--- src/rtl/i2s_output_if.sv ---
`default_nettype none
// +--------------------------------------------------------------------------+
// | i2s_output_if : sample stream (stb/ack) plus I2S bus of the transmitter  |
// | rev 1.0                                                                  |
// +--------------------------------------------------------------------------+
interface i2s_output_if;
    logic [31:0] in1;
    logic        in1_stb;
    logic        in1_ack;
    logic        bclk;
    logic        lrclk;
    logic        dout;
    logic        underrun;

    modport master (
        output in1, in1_stb,
        input  in1_ack, bclk, lrclk, dout, underrun
    );

    modport slave (
        input  in1, in1_stb,
        output in1_ack, bclk, lrclk, dout, underrun
    );
endinterface
`default_nettype wire

--- src/rtl/i2s_output.sv ---
`default_nettype none
// +--------------------------------------------------------------------------+
// | i2s_output : I2S bus master, 16-bit stereo, 32 BCLK slots per channel    |
// | rev 1.0                                                                  |
// +--------------------------------------------------------------------------+
module i2s_output #(
    parameter int BCLK_DIV = 8
) (
    input  wire logic   clk,
    input  wire logic   rst,
    i2s_output_if.slave s_bus
);
    localparam int                 C_DIV_W   = $clog2(BCLK_DIV);
    localparam logic [C_DIV_W-1:0] C_DIV_MAX = C_DIV_W'(BCLK_DIV - 1);

    logic [C_DIV_W-1:0] div_q, div_d;
    logic [5:0]         slot_q, slot_d;
    logic [31:0]        hold_q, hold_d;
    logic [31:0]        shift_q, shift_d;
    logic               hv_q, hv_d;
    logic               bclk_q, bclk_d;
    logic               lrclk_q, lrclk_d;
    logic               dout_q, dout_d;
    logic               underrun_q, underrun_d;
    logic               in1_ack_q, in1_ack_d;

    logic               w_wrap;
    logic               w_fall;
    logic               w_frame_start;
    logic               w_xfer;
    logic [4:0]         w_bit_idx;

    always_comb begin
        w_wrap        = (div_q == C_DIV_MAX);
        w_fall        = w_wrap && bclk_q;
        w_xfer        = s_bus.in1_stb && in1_ack_q;

        div_d         = w_wrap ? '0 : div_q + C_DIV_W'(1);
        bclk_d        = bclk_q ^ w_wrap;
        slot_d        = w_fall ? slot_q + 6'd1 : slot_q;
        w_frame_start = w_fall && (slot_d == 6'd0);

        shift_d       = shift_q;
        hold_d        = hold_q;
        hv_d          = hv_q;
        underrun_d    = 1'b0;

        // Frame start consumes the old holding word before a same-cycle transfer refills it.
        if (w_frame_start) begin
            shift_d    = hv_q ? hold_q : 32'd0;
            underrun_d = !hv_q;
            hv_d       = 1'b0;
        end
        if (w_xfer) begin
            hold_d = s_bus.in1;
            hv_d   = 1'b1;
        end
        in1_ack_d = !hv_d;

        // Slots 0..15 map to bits 31..16, slots 32..47 to bits 15..0.
        w_bit_idx = {~slot_d[5], ~slot_d[3:0]};
        lrclk_d   = lrclk_q;
        dout_d    = dout_q;
        if (w_fall) begin
            lrclk_d = (slot_d >= 6'd31) && (slot_d <= 6'd62);
            dout_d  = (slot_d[4] == 1'b0) ? shift_d[w_bit_idx] : 1'b0;
        end
    end

    always_ff @(posedge clk or posedge rst) begin
        if (rst) begin
            div_q      <= '0;
            slot_q     <= 6'd63;
            hold_q     <= 32'd0;
            shift_q    <= 32'd0;
            hv_q       <= 1'b0;
            bclk_q     <= 1'b0;
            lrclk_q    <= 1'b0;
            dout_q     <= 1'b0;
            underrun_q <= 1'b0;
            in1_ack_q  <= 1'b1;
        end else begin
            div_q      <= div_d;
            slot_q     <= slot_d;
            hold_q     <= hold_d;
            shift_q    <= shift_d;
            hv_q       <= hv_d;
            bclk_q     <= bclk_d;
            lrclk_q    <= lrclk_d;
            dout_q     <= dout_d;
            underrun_q <= underrun_d;
            in1_ack_q  <= in1_ack_d;
        end
    end

    assign s_bus.bclk     = bclk_q;
    assign s_bus.lrclk    = lrclk_q;
    assign s_bus.dout     = dout_q;
    assign s_bus.underrun = underrun_q;
    assign s_bus.in1_ack  = in1_ack_q;
endmodule
`default_nettype wire
--- src/flat_wrapper.sv ---
// flat-port wrapper written by rule: the top's interface ports become plain ports
module i2s_output_flat 
#(
    parameter int BCLK_DIV = 8
)
  (clk, rst, s_bus_in1, s_bus_in1_stb, s_bus_in1_ack, s_bus_bclk, s_bus_lrclk, s_bus_dout, s_bus_underrun);
  i2s_output_if s_bus_i ();
  input  wire logic clk;
  input  wire logic rst;
  input wire logic [$bits(s_bus_i.in1)-1:0] s_bus_in1;
  input wire logic [$bits(s_bus_i.in1_stb)-1:0] s_bus_in1_stb;
  output wire logic [$bits(s_bus_i.in1_ack)-1:0] s_bus_in1_ack;
  output wire logic [$bits(s_bus_i.bclk)-1:0] s_bus_bclk;
  output wire logic [$bits(s_bus_i.lrclk)-1:0] s_bus_lrclk;
  output wire logic [$bits(s_bus_i.dout)-1:0] s_bus_dout;
  output wire logic [$bits(s_bus_i.underrun)-1:0] s_bus_underrun;
  assign s_bus_i.in1 = s_bus_in1;
  assign s_bus_i.in1_stb = s_bus_in1_stb;
  assign s_bus_in1_ack = s_bus_i.in1_ack;
  assign s_bus_bclk = s_bus_i.bclk;
  assign s_bus_lrclk = s_bus_i.lrclk;
  assign s_bus_dout = s_bus_i.dout;
  assign s_bus_underrun = s_bus_i.underrun;
  i2s_output #(.BCLK_DIV(BCLK_DIV)) u_core (.clk(clk), .rst(rst), .s_bus(s_bus_i));
endmodule
--- config.mk ---
export PLATFORM = sky130hd
export DESIGN_NAME = i2s_output_flat
export DESIGN_NICKNAME = d
export VERILOG_FILES = /design/src/rtl/i2s_output_if.sv /design/src/rtl/i2s_output.sv /design/src/flat_wrapper.sv
export SDC_FILE = /design/constraint.sdc
export NUM_CORES = 1
export LEC_CHECK = 0
export ABC_AREA = 1
export ABC_CLOCK_PERIOD_IN_PS = 3900
export CAP_MARGIN = 20
export CELL_PAD_IN_SITES_DETAIL_PLACEMENT = 0
export CELL_PAD_IN_SITES_GLOBAL_PLACEMENT = 1
export CORE_MARGIN = 4
export CORE_UTILIZATION = 45
export DETAILED_ROUTE_END_ITERATION = 8
export GPL_ROUTABILITY_DRIVEN = 0
export PLACE_DENSITY_LB_ADDON = 0.2
export SYNTH_ARGS = -nofsm -noshare
export SYNTH_HDL_FRONTEND = slang
export SYNTH_SLANG_ARGS = --single-unit
--- constraint.sdc ---
create_clock -name clk -period 3.9 [get_ports clk]
set_input_delay 0.39 -clock clk [delete_from_list [all_inputs] [get_ports clk]]
set_output_delay 0.39 -clock clk [all_outputs]
set_load 0.01 [all_outputs]
==> impl_metrics.csv <==
group,metric,value,unit
run,max_cap_viol_count,0,
floorplanning,start_util,46.8,%
sta,max_freq,0.310,GHz
power_and_ir_drop,leakage,2.55,nW
setup_path,start_kind,"flip-flop",
setup_path,cp_num_buf_inv,3,
floorplanning,num_io_pins,40,
clock_network,h-tree-depth,3,
clock_network,cts-resized-gates,0,
route,drt_iter0_markers,230,
sta,period_share,82.7,%
floorplanning,die_w,101,um
global_routing,grt_pass1_wl,14.6,mm
route,dr_total_vias,3130,
power_and_ir_drop,powerDensity,403,nW/um^2
power_and_ir_drop,vdd_drop_max,248,uV
layout,fin_nets,588,
global_routing,grt_pass1_vias,2995,
layout,drive_above_1_share,7.05,%
sta,setup_viol_count_final,0,
global_routing,grt_max_degree,50,
setup_path,r2r-end,"u_core.s_bus.dout",
sta,whs,0.443,ns
global_routing,grt_use_total,18.2,%
sta,tns,0,ns
clock_network,cts_buffer_depth,2,
sta,clock_skew,0.00803,ns
floorplanning,fp.dieH,101,um
worst_hold_path,hold_path_class,"primary input to asynchronous set/reset pin",
sta,worst_slack,0.674,ns
route,viasPerCell,4.76,
clock_network,tritoncts,"done",
floorplanning,row_count,33,
layout,final_common_cell,"nand2_1",
power_and_ir_drop,p_total,1.83,mW
placed_design,post-place-ws,0.723,ns
setup_path,rr_worst_depth,22,
layout,diodes,0,
layout,syn2layout_area_growth,17.2,%
outcome,status,"finished clean",
setup_path,path_cells,"ha_1 > ha_1 > ha_1 > inv_1 > nand2_1 > nand2_1 > nand3_2 > nor2_4 > nand3_2 > buf_4 > nand2_1 > nand2_1 > nand2_1 > nand3_1 > nand2_1 > nand2_1 > nand2_1 > clkinv_1 > nand2_1 > nand2_1 > nand3_1 > nand2_1",
clock_network,clkLatencyLatePin,0.34,ns
sta,drv_slew,0,
sta,period_needed,3.23,ns
setup_path,cpPeakStageDelay,0.39,ns
global_routing,antenna_found_initial,0,
sta,rsz0062_at_grt,"false",
floorplanning,dieArea,10200,um^2
sta,slew_headroom,39.2,%
clock_network,cts_root_buf,"clkbuf_8",
setup_path,crit_path_end_kind,"flip-flop",
clock_network,path_clk_slew,0.08,ns
yosys,yosysWarnings,0,
route,drt_wl_total,8.57,mm
route,wl_per_cell,13.0,um
sta,tightestPinTransition,0.911,ns
yosys,synth_area,3880,um^2
sta,finalHoldViolCount,0,
placed_design,port_buffers,39,
floorplanning,coreArea,8300,um^2
setup_path,r2r_slack,0.67,ns
layout,layout_common_cells,"241 x nand2_1, 72 x dfrtp_1, 64 x inv_1",
setup_path,cpLargestDelayFamily,"simple AND/OR/NAND/NOR gates",
yosys,synthCells,514,
yosys,yosys.cell_types.count,26,
yosys,seq_area_frac_synth,51.2,%
setup_path,r2r_start,"u_core.div_q[0]",
route,dr.pass1.iters,4,
setup_path,cp_max_fo,27,
yosys,synth_nets,554,
route,drc,0,
clock_network,cts_hold_buf,0,
setup_path,critPathSlowestCell,"dfrtp_1",
clock_network,postCtsSetupBuffers,0,
clock_network,cts_buffers,9,
clock_network,cts.sinks,79,
global_routing,overflow,0,
yosys,syn_area_per_cell,7.55,um^2
setup_path,cp.arrival,3.46,ns
yosys,synth-seq-cells,79,
layout,stdcell_count,658,
setup_path,cp_num_cells,22,
placed_design,placed_cells,641,
setup_path,path_class,"flip-flop to flip-flop",
setup_path,crit_top_cell,"nand2_1",
route,postRouteAntennaNets,0,
placed_design,dpl.hpwl,5.94,mm
setup_path,critPathRequiredTime,4.14,ns
[logic make-up after synthesis]
kind of cell / synth area share, %
compound gates: 1.13
xor+xnor: 0.645
fa+ha+maj: 1.61
buf+inv: 9.77
flops: 51.2
simple gates: 35.7
[metal layers]
metal | track usage (%) | vias up | part of all wire (%)
met2 | 26.0 | 52 | 43
met1 | 27.8 | 1441 | 52
met5 | 0 | - | 0
met4 | 5.39 | 0 | 1.1
met3 | 3.60 | 9 | 3.5
li1 | - | 1628 | -
[worst reg2reg max path, delay by kind of cell, from the launching register on]
family / cells / cell delay, ns
flops: 1 / 0.39
fa+ha+maj: 3 / 0.63
buf+inv: 3 / 0.49
simple gates: 16 / 1.60
[Yosys cell counts]
library cell,n,area share (%)
nand2_1,241,23
dfrtp_1,72,46
inv_1,65,6.3
nand3_1,30,3.9
nand4_1,27,4.4
nor2_1,18,1.7
clkbuf_1,11,1.1
buf_2,9,1.2
dfstp_2,7,4.7
and2_1,6,0.97
ha_1,5,1.6
clkinv_1,3,0.29
a21oi_1,2,0.26
buf_6,2,0.58
inv_2,2,0.19
nand2_2,2,0.32
nand3_2,2,0.52
nor2_4,2,0.58
buf_4,1,0.19
o211ai_1,1,0.19
o21a_1,1,0.19
o21ai_0,1,0.13
o21ai_1,1,0.13
o21ai_2,1,0.23
xor2_1,1,0.23
xor2_2,1,0.42
[state kept, by name (all words and copies together) (netlist names)]
register               flops
u_core.div_q               3
u_core.hold_q             32
u_core.hv_q                1
u_core.s_bus.bclk          1
u_core.s_bus.dout          1
u_core.s_bus.in1_ack       1
u_core.s_bus.lrclk         1
u_core.s_bus.underrun      1
u_core.shift_q            32
u_core.slot_q              6
[power breakdown]
part	internal, mW	switching [mW]
sequential	0.930	0.0635
combinational	0.113	0.136
clock	0.296	0.296
[metrics by stage]
stage	utilization [%]	instance area (um^2)
3_5_place_dp	52.2	4330
3_3_place_gp	52.2	4330
6_report	54.8	4550
5_1_grt	54.8	4550
4_1_cts	54.5	4520
2_1_floorplan	-	3880
[how the worst max path moves through the flow]
stage	start	to	slack (ns)
after global placement	u_core.div_q[0]	u_core.s_bus.dout	0.82
after floorplan	u_core.div_q[0]	u_core.s_bus.dout	1.33
final	u_core.div_q[0]	u_core.s_bus.dout	0.67
after CTS	u_core.div_q[0]	u_core.s_bus.dout	0.68
after detailed placement	u_core.div_q[0]	u_core.s_bus.dout	0.72
after global routing	u_core.div_q[0]	u_core.s_bus.dout	0.30
[cell type report]
cell class	instances	area (um^2)
fillers	823	3750
flip-flops and latches	79	1990
multi-input cells	342	1520
repair buffers	46	463
inverters	70	263
clock buffers	11	131
well taps	105	131
clock inverters	5	58.8
Power figures use the tool's default switching activity.
